==> src/rtl/des_decrypt_if.sv <==
// Request/response bundle for the iterative DES decryption core.
interface des_decrypt_if;
  logic        start;
  logic [63:0] desIn;
  logic [63:0] keyIn;
  logic        busy;
  logic        ready;
  logic [63:0] desOut;

  modport master (
    output start, desIn, keyIn,
    input  busy, ready, desOut
  );

  modport slave (
    input  start, desIn, keyIn,
    output busy, ready, desOut
  );
endinterface

==> src/rtl/des_decrypt.sv <==
// Iterative DES decryption: one Feistel round per clock,
// subkeys regenerated each round by rotating C/D right.
module des_decrypt (
  input  logic         clk,
  input  logic         rst_n,
  des_decrypt_if.slave bus
);

  typedef enum logic [1:0] {
    IDLE,
    ROUND,
    DONE
  } state_t;

  // Tables use FIPS bit numbering: bit 1 is the MSB.
  localparam int IP_T [64] = '{
    58, 50, 42, 34, 26, 18, 10, 2,
    60, 52, 44, 36, 28, 20, 12, 4,
    62, 54, 46, 38, 30, 22, 14, 6,
    64, 56, 48, 40, 32, 24, 16, 8,
    57, 49, 41, 33, 25, 17,  9, 1,
    59, 51, 43, 35, 27, 19, 11, 3,
    61, 53, 45, 37, 29, 21, 13, 5,
    63, 55, 47, 39, 31, 23, 15, 7};

  localparam int FP_T [64] = '{
    40, 8, 48, 16, 56, 24, 64, 32,
    39, 7, 47, 15, 55, 23, 63, 31,
    38, 6, 46, 14, 54, 22, 62, 30,
    37, 5, 45, 13, 53, 21, 61, 29,
    36, 4, 44, 12, 52, 20, 60, 28,
    35, 3, 43, 11, 51, 19, 59, 27,
    34, 2, 42, 10, 50, 18, 58, 26,
    33, 1, 41,  9, 49, 17, 57, 25};

  localparam int E_T [48] = '{
    32,  1,  2,  3,  4,  5,
     4,  5,  6,  7,  8,  9,
     8,  9, 10, 11, 12, 13,
    12, 13, 14, 15, 16, 17,
    16, 17, 18, 19, 20, 21,
    20, 21, 22, 23, 24, 25,
    24, 25, 26, 27, 28, 29,
    28, 29, 30, 31, 32,  1};

  localparam int P_T [32] = '{
    16,  7, 20, 21, 29, 12, 28, 17,
     1, 15, 23, 26,  5, 18, 31, 10,
     2,  8, 24, 14, 32, 27,  3,  9,
    19, 13, 30,  6, 22, 11,  4, 25};

  localparam int PC1_T [56] = '{
    57, 49, 41, 33, 25, 17,  9,
     1, 58, 50, 42, 34, 26, 18,
    10,  2, 59, 51, 43, 35, 27,
    19, 11,  3, 60, 52, 44, 36,
    63, 55, 47, 39, 31, 23, 15,
     7, 62, 54, 46, 38, 30, 22,
    14,  6, 61, 53, 45, 37, 29,
    21, 13,  5, 28, 20, 12,  4};

  localparam int PC2_T [48] = '{
    14, 17, 11, 24,  1,  5,
     3, 28, 15,  6, 21, 10,
    23, 19, 12,  4, 26,  8,
    16,  7, 27, 20, 13,  2,
    41, 52, 31, 37, 47, 55,
    30, 40, 51, 45, 33, 48,
    44, 49, 39, 56, 34, 53,
    46, 42, 50, 36, 29, 32};

  localparam int SBOX [8][64] = '{
    '{14, 4,13, 1, 2,15,11, 8, 3,10, 6,12, 5, 9, 0, 7,
       0,15, 7, 4,14, 2,13, 1,10, 6,12,11, 9, 5, 3, 8,
       4, 1,14, 8,13, 6, 2,11,15,12, 9, 7, 3,10, 5, 0,
      15,12, 8, 2, 4, 9, 1, 7, 5,11, 3,14,10, 0, 6,13},
    '{15, 1, 8,14, 6,11, 3, 4, 9, 7, 2,13,12, 0, 5,10,
       3,13, 4, 7,15, 2, 8,14,12, 0, 1,10, 6, 9,11, 5,
       0,14, 7,11,10, 4,13, 1, 5, 8,12, 6, 9, 3, 2,15,
      13, 8,10, 1, 3,15, 4, 2,11, 6, 7,12, 0, 5,14, 9},
    '{10, 0, 9,14, 6, 3,15, 5, 1,13,12, 7,11, 4, 2, 8,
      13, 7, 0, 9, 3, 4, 6,10, 2, 8, 5,14,12,11,15, 1,
      13, 6, 4, 9, 8,15, 3, 0,11, 1, 2,12, 5,10,14, 7,
       1,10,13, 0, 6, 9, 8, 7, 4,15,14, 3,11, 5, 2,12},
    '{ 7,13,14, 3, 0, 6, 9,10, 1, 2, 8, 5,11,12, 4,15,
      13, 8,11, 5, 6,15, 0, 3, 4, 7, 2,12, 1,10,14, 9,
      10, 6, 9, 0,12,11, 7,13,15, 1, 3,14, 5, 2, 8, 4,
       3,15, 0, 6,10, 1,13, 8, 9, 4, 5,11,12, 7, 2,14},
    '{ 2,12, 4, 1, 7,10,11, 6, 8, 5, 3,15,13, 0,14, 9,
      14,11, 2,12, 4, 7,13, 1, 5, 0,15,10, 3, 9, 8, 6,
       4, 2, 1,11,10,13, 7, 8,15, 9,12, 5, 6, 3, 0,14,
      11, 8,12, 7, 1,14, 2,13, 6,15, 0, 9,10, 4, 5, 3},
    '{12, 1,10,15, 9, 2, 6, 8, 0,13, 3, 4,14, 7, 5,11,
      10,15, 4, 2, 7,12, 9, 5, 6, 1,13,14, 0,11, 3, 8,
       9,14,15, 5, 2, 8,12, 3, 7, 0, 4,10, 1,13,11, 6,
       4, 3, 2,12, 9, 5,15,10,11,14, 1, 7, 6, 0, 8,13},
    '{ 4,11, 2,14,15, 0, 8,13, 3,12, 9, 7, 5,10, 6, 1,
      13, 0,11, 7, 4, 9, 1,10,14, 3, 5,12, 2,15, 8, 6,
       1, 4,11,13,12, 3, 7,14,10,15, 6, 8, 0, 5, 9, 2,
       6,11,13, 8, 1, 4,10, 7, 9, 5, 0,15,14, 2, 3,12},
    '{13, 2, 8, 4, 6,15,11, 1,10, 9, 3,14, 5, 0,12, 7,
       1,15,13, 8,10, 3, 7, 4,12, 5, 6,11, 0,14, 9, 2,
       7,11, 4, 1, 9,12,14, 2, 0, 6,10,13,15, 3, 5, 8,
       2, 1,14, 7, 4,10, 8,13,15,12, 9, 0, 3, 5, 6,11}};

  function automatic logic [63:0] ip_fn(input logic [63:0] x);
    logic [63:0] y;
    for (int i = 0; i < 64; i++)
      y[6'(63 - i)] = x[6'(64 - IP_T[i])];
    return y;
  endfunction

  function automatic logic [63:0] fp_fn(input logic [63:0] x);
    logic [63:0] y;
    for (int i = 0; i < 64; i++)
      y[6'(63 - i)] = x[6'(64 - FP_T[i])];
    return y;
  endfunction

  function automatic logic [55:0] pc1_fn(input logic [63:0] x);
    logic [55:0] y;
    for (int i = 0; i < 56; i++)
      y[6'(55 - i)] = x[6'(64 - PC1_T[i])];
    return y;
  endfunction

  function automatic logic [47:0] pc2_fn(input logic [55:0] x);
    logic [47:0] y;
    for (int i = 0; i < 48; i++)
      y[6'(47 - i)] = x[6'(56 - PC2_T[i])];
    return y;
  endfunction

  function automatic logic [31:0] f_fn(
    input logic [31:0] r,
    input logic [47:0] k
  );
    logic [47:0] e;
    logic [31:0] s;
    logic [31:0] y;
    logic [5:0]  b;
    for (int i = 0; i < 48; i++)
      e[6'(47 - i)] = r[5'(32 - E_T[i])];
    e = e ^ k;
    for (int i = 0; i < 8; i++) begin
      b = e[6'(47 - 6 * i) -: 6];
      s[5'(31 - 4 * i) -: 4] =
        4'(SBOX[3'(i)][{b[5], b[0], b[4:1]}]);
    end
    for (int i = 0; i < 32; i++)
      y[5'(31 - i)] = s[5'(32 - P_T[i])];
    return y;
  endfunction

  function automatic logic [1:0] shamt(input logic [4:0] n);
    logic [1:0] s;
    unique case (1'b1)
      (n == 5'd1):  s = 2'd0;
      (n == 5'd2),
      (n == 5'd9),
      (n == 5'd16): s = 2'd1;
      default:      s = 2'd2;
    endcase
    return s;
  endfunction

  function automatic logic [27:0] rotr(
    input logic [27:0] x,
    input logic [1:0]  s
  );
    logic [27:0] y;
    unique case (s)
      2'd1:    y = {x[0], x[27:1]};
      2'd2:    y = {x[1:0], x[27:2]};
      default: y = x;
    endcase
    return y;
  endfunction

  state_t      state_q, state_d;
  logic [4:0]  round_q, round_d;
  logic [31:0] l_q, l_d, r_q, r_d;
  logic [27:0] c_q, c_d, d_q, d_d;
  logic [63:0] out_q, out_d;
  logic        busy_q, busy_d;
  logic        ready_q, ready_d;

  logic [1:0]  sh;
  logic [27:0] c_rot, d_rot;
  logic [47:0] subkey;
  logic [31:0] r_new;

  always_comb begin
    state_d = state_q;
    round_d = round_q;
    l_d     = l_q;
    r_d     = r_q;
    c_d     = c_q;
    d_d     = d_q;
    out_d   = out_q;
    busy_d  = busy_q;
    ready_d = 1'b0;
    sh      = shamt(round_q);
    c_rot   = rotr(c_q, sh);
    d_rot   = rotr(d_q, sh);
    subkey  = pc2_fn({c_rot, d_rot});
    r_new   = l_q ^ f_fn(r_q, subkey);
    unique case (state_q)
      IDLE, DONE: begin
        if (bus.start) begin
          {l_d, r_d} = ip_fn(bus.desIn);
          {c_d, d_d} = pc1_fn(bus.keyIn);
          round_d    = 5'd1;
          busy_d     = 1'b1;
          state_d    = ROUND;
        end else begin
          busy_d  = 1'b0;
          state_d = IDLE;
        end
      end
      ROUND: begin
        c_d = c_rot;
        d_d = d_rot;
        l_d = r_q;
        r_d = r_new;
        if (round_q == 5'd16) begin
          // No final swap: output block is {R16, L16}.
          out_d   = fp_fn({r_new, r_q});
          ready_d = 1'b1;
          busy_d  = 1'b0;
          state_d = DONE;
        end else begin
          round_d = round_q + 5'd1;
        end
      end
      default: state_d = IDLE;
    endcase
  end

  always_ff @(posedge clk or negedge rst_n) begin
    if (!rst_n) begin
      state_q <= IDLE;
      round_q <= '0;
      l_q     <= '0;
      r_q     <= '0;
      c_q     <= '0;
      d_q     <= '0;
      out_q   <= '0;
      busy_q  <= 1'b0;
      ready_q <= 1'b0;
    end else begin
      state_q <= state_d;
      round_q <= round_d;
      l_q     <= l_d;
      r_q     <= r_d;
      c_q     <= c_d;
      d_q     <= d_d;
      out_q   <= out_d;
      busy_q  <= busy_d;
      ready_q <= ready_d;
    end
  end

  assign bus.busy   = busy_q;
  assign bus.ready  = ready_q;
  assign bus.desOut = out_q;

  // Key parity bits never reach PC1.
  logic unused_parity;
  assign unused_parity = ^{bus.keyIn[56], bus.keyIn[48],
                           bus.keyIn[40], bus.keyIn[32],
                           bus.keyIn[24], bus.keyIn[16],
                           bus.keyIn[8],  bus.keyIn[0]};

endmodule

==> src/flat_wrapper.sv <==
// flat-port wrapper written by rule: the top's interface ports become plain ports
module des_decrypt_flat 
  (clk, rst_n, bus_start, bus_desIn, bus_keyIn, bus_busy, bus_ready, bus_desOut);
  des_decrypt_if bus_i ();
  input  logic clk;
  input  logic rst_n;
  input wire logic [$bits(bus_i.start)-1:0] bus_start;
  input wire logic [$bits(bus_i.desIn)-1:0] bus_desIn;
  input wire logic [$bits(bus_i.keyIn)-1:0] bus_keyIn;
  output wire logic [$bits(bus_i.busy)-1:0] bus_busy;
  output wire logic [$bits(bus_i.ready)-1:0] bus_ready;
  output wire logic [$bits(bus_i.desOut)-1:0] bus_desOut;
  assign bus_i.start = bus_start;
  assign bus_i.desIn = bus_desIn;
  assign bus_i.keyIn = bus_keyIn;
  assign bus_busy = bus_i.busy;
  assign bus_ready = bus_i.ready;
  assign bus_desOut = bus_i.desOut;
  des_decrypt u_core (.clk(clk), .rst_n(rst_n), .bus(bus_i));
endmodule
==> config.mk <==
export PLATFORM = sky130hd
export DESIGN_NAME = des_decrypt_flat
export DESIGN_NICKNAME = d
export VERILOG_FILES = /design/src/rtl/des_decrypt_if.sv /design/src/rtl/des_decrypt.sv /design/src/flat_wrapper.sv
export SDC_FILE = /design/constraint.sdc
export NUM_CORES = 1
export LEC_CHECK = 0
export ABC_AREA = 1
export BUFFER_PORTS_ARGS = -buffer_cell sky130_fd_sc_hd__buf_2
export CAP_MARGIN = 20
export CORE_ASPECT_RATIO = 1.5
export CORE_UTILIZATION = 37
export CTS_CLUSTER_SIZE = 16
export DETAILED_ROUTE_END_ITERATION = 16
export PLACE_DENSITY = 0.81
export SETUP_SLACK_MARGIN = 0.5
export SLEW_MARGIN = 0
export SYNTH_ARGS = -nofsm -noshare
export SYNTH_HDL_FRONTEND = slang
export SYNTH_SLANG_ARGS = --single-unit
==> constraint.sdc <==
create_clock -name clk -period 1.75 [get_ports clk]
set_input_delay 0.35 -clock clk [delete_from_list [all_inputs] [get_ports clk]]
set_output_delay 0.35 -clock clk [all_outputs]
set_load 0.005 [all_outputs]
==> impl_results.md <==
- Power, Total: 3551 µW
- Crit end category: register
- Peak supply drop: 0.4708 mV
- Worst stage delay on the critical path: 0.39 ns
- CTS hold repair buffers: 0
- Number of global-route vias before repair: 1459
- Core area: 5450 µm²
- Total GRT Usage: 13.83%
- Total gr overflow: 0
- #FFs+latches synth: 41
- Sequential area share after synthesis: 48.84%
- Detailed-route wire length per cell: 10.61 µm
- Die area: 5989 µm²
- Top delay family on crit path: simple AND/OR/NAND/NOR gates
- Initial antenna violation count: 0
- Clock slew at reported path FFs: 0.08 ns
- H-tree levels: 2
- DRT Pass-1 Iters: 4
- Nets@finish: 421
- Post-place setup slack: 0.2581 ns
- Clk_lat worst skew: 0.29 ns
- Avg Cell Area, Syn: 8.681 µm²
- Share of layout cells above drive strength 1: 24.91%
- Top Ports: 197
- Final count of negative-setup-slack endpoints: 0
- Hold/Removal Path Class: in2async
- Leak: 0.001434 µW
- FP Rows: 33
- Drt initial violations: 32
- Worst Clk Skew: 0.005753 ns
- CTS buffer count: 5
- Setup ws final: 0.3884 ns
- Count of final hold-check violations: 0
- Via count: 1566
- Crit path launch type: register
- Synth unique cells: 21
- P per Cell Area: 1474 nW/µm²
- First-pass GRT wire length: 6403 µm
- CP Buf/Inv Count: 3
- Crit-path cells: inv_1 > ha_2 > nand2_2 > inv_2 > nand2_4 > nor2_8 > buf_6 > nand2_1 > nand2_1
- GPL Wtd Cong: 0.8114
- CP max FO: 8
- Slew Limit Fails: 0
- Netlist Area Pre-Place: 2101 µm²
- DRC: 0
- Most used cell, CP: nand2_1
- ANT cells: 0
- WHS: 0.09567 ns
- DP HPWL: 2585 µm
- Outcome: finished clean
- Die extent in x: 63.53 µm
- CTS Buffer Depth: 2
- IO Port Bufs: 36
- Final worst path period need: 1.362 ns
- Relative slew slack: 66.29%
- Max Cap Viol: 0
- RSZ-0062 raised after global routing: true
- Yosys warns: 0
- Required time of the critical path: 1.98 ns
- Largest net degree at the start of global routing: 42
- Clk root buf: clkbuf_8
- Die Y: 94.29 µm
- Crit-path slowest cell: dfrtp_1
- Final period utilization: 77.81%
- Starting Density: 38.54%
- Actual slew at the worst max-slew pin: 0.5056 ns
- Fmax: 734.4 MHz
- Antenna-violating nets left: 0
- Vias/cell: 4.362
- CTS tree: built
- Clock sink total: 41
- Critical path type: reg2reg
- Total wire length: 3810 µm
- Post-Route Setup TNS: 0 ns
- Critical path data arrival time: 1.59 ns
- Post-layout util: 44.21%
- Cell count after synthesis: 242
- Syn-to-layout area delta: 14.71%
-- cells in the final DEF, fill, tap and decap left out, types with 2 or more instances in the layout --
cell type / synthesis / final
nand2_2: 0 / 4
conb_1: 1 / 48
nand2_1: 81 / 74
nand2_4: 1 / 4
buf_6: 2 / 2
buf_2: 4 / 36
bufinv_16: 0 / 2
inv_1: 6 / 5
dfrtp_1: 41 / 41
nand3_1: 40 / 40
buf_4: 49 / 11
nand4_1: 2 / 2
clkbuf_8: 0 / 5
nor2_1: 3 / 2
-- state kept, by name, summed over array words and instances, names as in the netlist --
signal / cells
u_core.state_q: 2
u_core.bus.desOut: 16
u_core.r_q: 16
u_core.round_q: 5
u_core.bus.busy: 1
u_core.bus.ready: 1
-- metrics by stage --
stage | std cells | instance area (µm²)
6_report | 359 | 2410
5_1_grt | 359 | 2410
4_1_cts | 358 | 2376
3_5_place_dp | 344 | 2172
3_3_place_gp | 344 | 2172
2_1_floorplan | 289 | 2277
-- layout make-up --
cell class / count / area [µm²]
fillers: 542 / 3040
flip-flops and latches: 41 / 1026
multi-input cells: 183 / 842.1
repair buffers: 49 / 285.3
well taps: 70 / 87.58
clock buffers: 5 / 68.82
clock inverters: 3 / 65.06
inverters: 8 / 35.03
-- final timing paths --
kind | startpoint | to | slack, ns | cells past startpoint
min in group clk | bus_desIn[31] | u_core.r_q[28] | 0.29 | 3
min reg2reg | u_core.bus.desOut[29] | u_core.bus.desOut[29] | 0.47 | 2
max in group asynchronous | rst_n | u_core.r_q[15] | 1.29 | 2
min | rst_n | u_core.bus.desOut[17] | 0.1 | 2
max reg2reg | u_core.round_q[0] | u_core.bus.desOut[13] | 0.39 | 9
max | u_core.round_q[0] | u_core.bus.desOut[13] | 0.39 | 9
-- where the power goes --
group	leakage, µW	internal, µW	switching [µW]
Sequential	0.000551	1230	196
Combinational	0.000815	500	736
Clock	0.0000681	566	322
Total	0.00143	2300	1250
-- worst register-to-register path: stages, from the launching register on --
cell,delay (ns)
dfrtp_1,0.39
inv_1,0.07
ha_2,0.19
nand2_2,0.06
inv_2,0.07
nand2_4,0.08
nor2_8,0.18
buf_6,0.14
nand2_1,0.06
nand2_1,0.06
-- logic make-up (layout without fill, tap and decap cells) --
group,count (synthesis),in the layout,share of synthesized area (%)
flip-flops,41,41,48.84
other,1,48,0.1785
buffers and inverters,65,65,21.44
adder cells (fa/ha/maj),2,2,1.191
AO/OA/AOI/OAI,3,3,0.8335
AND/OR/NAND/NOR,130,130,27.52
-- repair_timing --
action	in CTS	in global routing
buffers inserted	6	1
pin swaps	2	5
cloned	0	0
resized for setup	8	9
endpoints found under the setup margin	22	26
-- layer usage --
layer	vias up	wire length, µm	GRT usage [%]	share of wire (%)
li1	759	-	-	-
met1	728	1464	14.70	38
met2	66	1984	23.40	52
met3	13	205	3.155	5.4
met4	0	157	10.61	4.1
met5	-	0	0	0
-- cells in the mapped netlist, drive strengths merged --
master | count | area share [%]
buf | 55 | 20
nand2 | 82 | 15
ha | 2 | 1.2
nor3b | 1 | 0.36
conb | 1 | 0.18
nand4 | 2 | 0.60
clkbuf | 2 | 0.36
a21oi | 1 | 0.24
nand3 | 40 | 9.5
o21ai | 1 | 0.24
clkinv | 1 | 0.18
nor2 | 5 | 2.0
o21bai | 1 | 0.36
dfrtp | 41 | 49
inv | 7 | 1.4
(Power assumes the default switching activity.)
